File: config.mk
export PLATFORM = sky130hd
export DESIGN_NAME = stream_sel_sched
export DESIGN_NICKNAME = d
export VERILOG_FILES = /design/src/rtl/stream_sel_pkg.sv /design/src/rtl/stream_sel_sched_period_timer.sv /design/src/rtl/stream_sel_sched.sv
export SDC_FILE = /design/constraint.sdc
export NUM_CORES = 1
export LEC_CHECK = 0
export BUFFER_PORTS_ARGS = -buffer_cell sky130_fd_sc_hd__buf_4
export CELL_PAD_IN_SITES_DETAIL_PLACEMENT = 1
export CELL_PAD_IN_SITES_GLOBAL_PLACEMENT = 2
export CORE_UTILIZATION = 30
export DETAILED_ROUTE_END_ITERATION = 12
export PLACE_DENSITY_LB_ADDON = 0.1
export SLEW_MARGIN = 15
export SYNTH_ARGS = -nofsm -noshare
export SYNTH_HDL_FRONTEND = slang
export SYNTH_SLANG_ARGS = --single-unit
File: constraint.sdc
create_clock -name clk -period 5.5 [get_ports clk]
set_clock_uncertainty 0.15 [all_clocks]
set_input_delay 1.1 -clock clk [delete_from_list [all_inputs] [get_ports clk]]
set_output_delay 1.1 -clock clk [all_outputs]
set_load 0.02 [all_outputs]
File: src/rtl/stream_sel_pkg.sv
// stream_sel_pkg: shared definitions for the stream selector.
//   mode_e     : encoding of the 2-bit mode port (FIXED, ROUND_ROBIN, FREEZE, BLANK)
//   clog2_u    : ceiling log2 for elaboration-time sizing
//   ch_width   : channel index width, never less than one bit
package stream_sel_pkg;

  typedef enum logic [1:0] {
    MODE_FIXED  = 2'd0,
    MODE_RR     = 2'd1,
    MODE_FREEZE = 2'd2,
    MODE_BLANK  = 2'd3
  } mode_e;

  function automatic int unsigned clog2_u(input int unsigned n);
    int unsigned w;
    w = 0;
    if (n > 1) begin
      for (int unsigned v = n - 1; v > 0; v = v >> 1) begin
        w = w + 1;
      end
    end
    return w;
  endfunction

  function automatic int unsigned ch_width(input int unsigned n);
    return (clog2_u(n) == 0) ? 1 : clog2_u(n);
  endfunction

endpackage

File: src/rtl/stream_sel_sched_period_timer.sv
// period_timer: free-running hold-period counter.
//   clk, rst : rising-edge clock, synchronous active-high reset
//   period   : hold period in clocks, 0 behaves as 1; sampled live
//   term     : high while the coming rising edge is a terminal edge
// The >= compare lets a period shrink below the current count end the
// period on the next edge instead of wrapping through the full range.
module period_timer #(
  parameter int unsigned CNT_W = 8
) (
  input  logic             clk,
  input  logic             rst,
  input  logic [CNT_W-1:0] period,
  output logic             term
);

  logic [CNT_W-1:0] cnt_q;
  logic [CNT_W-1:0] cnt_d;
  logic [CNT_W-1:0] eff_m1;

  always_comb begin
    eff_m1 = (period == '0) ? '0 : period - CNT_W'(1);
    term   = (cnt_q >= eff_m1);
    cnt_d  = term ? '0 : cnt_q + CNT_W'(1);
  end

  always_ff @(posedge clk) begin
    if (rst) begin
      cnt_q <= '0;
    end else begin
      cnt_q <= cnt_d;
    end
  end

endmodule

File: src/rtl/stream_sel_sched.sv
// stream_sel_sched: N-channel data-stream selector with programmable hold.
//   clk, rst   : rising-edge clock, synchronous active-high reset
//   mode       : 0 FIXED, 1 ROUND_ROBIN, 2 FREEZE, 3 BLANK
//   sel        : channel index for FIXED mode
//   period     : hold period in clocks (0 behaves as 1)
//   din        : flattened channels, channel k at [k*DATA_W +: DATA_W]
//   din_valid  : per-channel valid
//   d_out      : registered selected data
//   d_valid    : registered valid for d_out
//   cur_ch     : channel currently on d_out
//   tick       : one-cycle pulse in the cycle after each update edge
// Optional macro STREAM_SEL_SKIP_INVALID_EN: round-robin skips channels
// whose valid is low; with none valid, data and channel hold and d_valid
// drops.
module stream_sel_sched
  import stream_sel_pkg::*;
#(
  parameter  int unsigned NUM_CH = 4,
  parameter  int unsigned DATA_W = 8,
  parameter  int unsigned CNT_W  = 8,
  localparam int unsigned CH_W   = ch_width(NUM_CH)
) (
  input  logic                     clk,
  input  logic                     rst,
  input  logic [1:0]               mode,
  input  logic [CH_W-1:0]          sel,
  input  logic [CNT_W-1:0]         period,
  input  logic [NUM_CH*DATA_W-1:0] din,
  input  logic [NUM_CH-1:0]        din_valid,
  output logic [DATA_W-1:0]        d_out,
  output logic                     d_valid,
  output logic [CH_W-1:0]          cur_ch,
  output logic                     tick
);

  // Channels padded to a power of two so any CH_W-bit index stays in range.
  localparam int unsigned SLOTS = 2 ** CH_W;

  logic [SLOTS*DATA_W-1:0] din_pad;
  logic [SLOTS-1:0]        vld_pad;
  logic                    term;
  mode_e                   mode_s;

  logic [DATA_W-1:0] d_out_q, d_out_d;
  logic              d_valid_q, d_valid_d;
  logic [CH_W-1:0]   cur_ch_q, cur_ch_d;
  logic [CH_W-1:0]   rr_ptr_q, rr_ptr_d;
  logic              tick_q, tick_d;

  assign din_pad = (SLOTS*DATA_W)'(din);
  assign vld_pad = SLOTS'(din_valid);
  assign mode_s  = mode_e'(mode);

  period_timer #(
    .CNT_W(CNT_W)
  ) u_timer (
    .clk   (clk),
    .rst   (rst),
    .period(period),
    .term  (term)
  );

`ifdef STREAM_SEL_SKIP_INVALID_EN
  logic            pick_found;
  logic [CH_W-1:0] pick_idx;
  logic [CH_W-1:0] pick_nxt;

  // Cyclic search for the first valid channel starting at rr_ptr.
  always_comb begin
    int unsigned c;
    pick_found = 1'b0;
    pick_idx   = '0;
    c          = 0;
    for (int unsigned i = 0; i < NUM_CH; i++) begin
      c = 32'(rr_ptr_q) + i;
      if (c >= NUM_CH) begin
        c = c - NUM_CH;
      end
      if (!pick_found && vld_pad[c[CH_W-1:0]]) begin
        pick_found = 1'b1;
        pick_idx   = c[CH_W-1:0];
      end
    end
    pick_nxt = (pick_idx == CH_W'(NUM_CH - 1)) ? '0 : pick_idx + CH_W'(1);
  end
`endif

  always_comb begin
    d_out_d   = d_out_q;
    d_valid_d = d_valid_q;
    cur_ch_d  = cur_ch_q;
    rr_ptr_d  = rr_ptr_q;
    tick_d    = term;
    if (term) begin
      case (mode_s)
        MODE_FIXED: begin
          if (32'(sel) < NUM_CH) begin
            d_out_d   = din_pad[sel*DATA_W +: DATA_W];
            d_valid_d = vld_pad[sel];
            cur_ch_d  = sel;
          end else begin
            d_out_d   = '0;
            d_valid_d = 1'b0;
          end
        end
        MODE_RR: begin
`ifdef STREAM_SEL_SKIP_INVALID_EN
          if (pick_found) begin
            d_out_d   = din_pad[pick_idx*DATA_W +: DATA_W];
            d_valid_d = 1'b1;
            cur_ch_d  = pick_idx;
            rr_ptr_d  = pick_nxt;
          end else begin
            d_valid_d = 1'b0;
          end
`else
          d_out_d   = din_pad[rr_ptr_q*DATA_W +: DATA_W];
          d_valid_d = vld_pad[rr_ptr_q];
          cur_ch_d  = rr_ptr_q;
          rr_ptr_d  = (rr_ptr_q == CH_W'(NUM_CH - 1)) ? '0 : rr_ptr_q + CH_W'(1);
`endif
        end
        MODE_FREEZE: begin
        end
        MODE_BLANK: begin
          d_out_d   = '0;
          d_valid_d = 1'b0;
        end
        default: begin
        end
      endcase
    end
  end

  always_ff @(posedge clk) begin
    if (rst) begin
      d_out_q   <= '0;
      d_valid_q <= 1'b0;
      cur_ch_q  <= '0;
      rr_ptr_q  <= '0;
      tick_q    <= 1'b0;
    end else begin
      d_out_q   <= d_out_d;
      d_valid_q <= d_valid_d;
      cur_ch_q  <= cur_ch_d;
      rr_ptr_q  <= rr_ptr_d;
      tick_q    <= tick_d;
    end
  end

  assign d_out   = d_out_q;
  assign d_valid = d_valid_q;
  assign cur_ch  = cur_ch_q;
  assign tick    = tick_q;

endmodule

==> flow_summary.yaml <==
timing:
  worst_slew_pin_slew_ns: 0.5830
  slew_violations: 0
  setup_viol: 0
  fin_ws_ns: 1.957
  finalCritPeriodShare: 0.6443
  rsz0062_at_grt: "no"
  max_slew_margin: 0.6105
  tns_ns: 0
  hold_violations: 0
  fin_crit_ns: 3.543
  fmaxAchievable_ghz: 0.2822
clocking:
  root_buffer: "clkbuf_8"
  htreeDepth: 1
  clk_path_buf_depth: 2
  holdBufCountCts: 0
  cts.reportedPaths.clkPinSlew_ns: 0.09
  cts_tree: "yes"
  post_cts_resized: 0
  cts_inserted_buffers: 3
  insertion_delay_ns: 0.26
  post_cts_buffers: 0
  cts.sinks: 22
yosys:
  netlist.area_leader.share: 0.2926
  synth.avg_cell_area_um2: 9.774
  syn_nets: 215
  synth_cell_types: 38
  synthCells: 154
  yosys_warnings: 0
  synth.largest_area_cell: "dfxtp_1"
  synth_area_leaders: "dfxtp_1, mux4_1, ha_1"
  ys_seq_elements: 22
  seq_area_frac_synth: 0.2926
  syn_area_um2: 1505
job:
  max-cap-violations: 0
critical_path:
  critPathLaunchType: "primary input"
  worstReg2RegEnd: "u_timer.cnt_q[7]"
  cp-end-kind: "register"
  cp_common_cell: "nand3_1"
  slowest_stage: "or4_1"
  timing.rr.start: "u_timer.cnt_q[0]"
  crit_path_max_incr_delay_ns: 0.48
  reg2reg_depth: 7
  critPathMaxFanout: 15
  cp_cell_sequence: "buf_4 -> nor2_1 -> nand3_1 -> nor4_1 -> mux2i_1 -> ha_1 -> and2_1 -> nand3_1 -> o31a_4 -> or4_1 -> a21oi_1"
  path_buf_inv: 1
  crit_family: "simple AND/OR/NAND/NOR gates"
  cp.required_ns: 5.55
  r2r_setup_slack_ns: 3.20
  critPathKind: "primary input to register"
  arrival_ns: 3.60
drt:
  first_pass_iters: 4
  wl_per_cell_um: 13.48
  ant_nets: 0
  drcViolationCount: 0
  drt_iter0_markers: 37
  finalWirelength_mm: 3.802
  post_drt_via_cell_ratio: 4.918
  vias: 1387
hold_path:
  hold_class: "register to register"
  hold_end: "d_out[1]"
  hold_path_depth: 2
  hold_start: "d_out[1]"
final_layout:
  post-route-util: 0.4397
  fillers: 586
  antenna_cells: 0
  drive_gt1_frac: 0.3488
  final_cell_mix: "buf_4, dfxtp_1, nor2_1, nand2_1, a21oi_1"
  layout_commonest_cell: "buf_4"
  area_growth_syn_to_layout_pct: 39.82
  finalNetCount: 277
global_routing:
  grtUsageTotal: 0.1568
  grt_pass1_wl_mm: 6.513
  grt_max_degree: 16
  antenna_found_initial: 0
  grt.overflow.total: 0
  grt_pass1_vias: 1508
placed_design:
  gp_congestion: 0.7396
  dp_slack_ns: 1.657
  dpl.hpwl_mm: 3.274
  io_buffers: 61
die:
  io_pins: 62
  rows: 25
  coreArea_um2: 4786
  die_area_um2: 5304
  start_util: 0.3145
  die_x_um: 72.83
  die-height_um: 72.83
status:
  status: "finished, final reports clean"
power_and_ir_drop:
  power.leakage_nw: 0.9432
  powerDensity_nw_per_um2: 191.7
  ir_drop_uv: 72.59
[where the power goes]
group          internal, mW  switching (mW)  total (mW)
logic                0.0521          0.0354      0.0876
registers             0.162         0.00357       0.165
clock network        0.0972          0.0532       0.150
total                 0.311          0.0922       0.403
[worst max-delay path by stage]
stage               startpoint                to  slack (ns)  cells after the start
finish               period[3]       rr_ptr_q[0]        1.96                     11
global route         period[3]  u_timer.cnt_q[0]        1.75                     11
CTS                  period[3]       rr_ptr_q[0]        1.96                     11
detailed placement   period[3]       rr_ptr_q[0]        1.66                     11
global placement     period[3]       rr_ptr_q[0]        1.77                     11
floorplan            period[3]       rr_ptr_q[0]        2.05                     10
[tightest hold or removal path: stages (launching register included)]
cell,delay [ns]
dfxtp_1,0.31
o21ai_0,0.07
a21oi_1,0.06
[registers in the layout (all words and copies together), names as in the netlist]
register,flops
d_out,8
cur_ch,2
tick,1
d_valid,1
rr_ptr_q,2
u_timer.cnt_q,8
[routing by layer]
metal  share of wire  track usage  vias up
met5               0            0        -
met4          0.0071      0.03922        0
met3           0.065      0.03729        4
met2            0.52       0.2856       46
met1            0.41       0.1845      636
li1                -            -      701
[cell type report]
class	instances	area, um^2	area share
multi-input cells	122	1025	0.4869
repair buffers	62	465.4	0.2212
flip-flops and latches	22	440.4	0.2093
well taps	67	83.83	0.03983
clock buffers	3	41.29	0.01962
clock inverters	1	30.03	0.01427
inverters	5	18.77	0.008918
[synth_stat cells, drive strengths merged]
library cell,n
nand2,14
o21ai,11
or4,1
a21oi,12
a31oi,1
a221oi,1
mux2i,4
nand4b,1
a211oi,2
o32ai,1
inv,5
and3,2
o31ai,2
a22oi,1
mux4,10
dfxtp,22
ha,11
nor2b,2
or3,1
clkbuf,3
nor4,2
nor3,1
xor2,7
o21a,1
a21o,1
nor2,15
buf,2
and2,1
nand2b,4
o31a,1
xnor2,2
a2111oi,1
nand3,9
[per-stage QoR]
stage          power (mW)  hold slack [ns]  instance area, um^2  cells
2_1_floorplan      0.2176           0.2985                 1505    154
4_1_cts            0.4112           0.3394                 2105    282
6_report           0.4034           0.3368                 2105    282
3_3_place_gp       0.2550           0.3168                 2033    278
5_1_grt            0.4272           0.3683                 2105    282
3_5_place_dp       0.2582           0.3244                 2033    278
[cell families (layout without fill, tap and decap cells)]
family,count (synthesis),count (layout),synth area share
simple gates,53,53,0.1712
flops,22,22,0.2926
compound gates,35,35,0.1613
mux,14,14,0.2045
xor+xnor,9,9,0.05237
buf+inv,10,71,0.02660
fa+ha+maj,11,11,0.09144
Power figures use the tool's default switching activity.
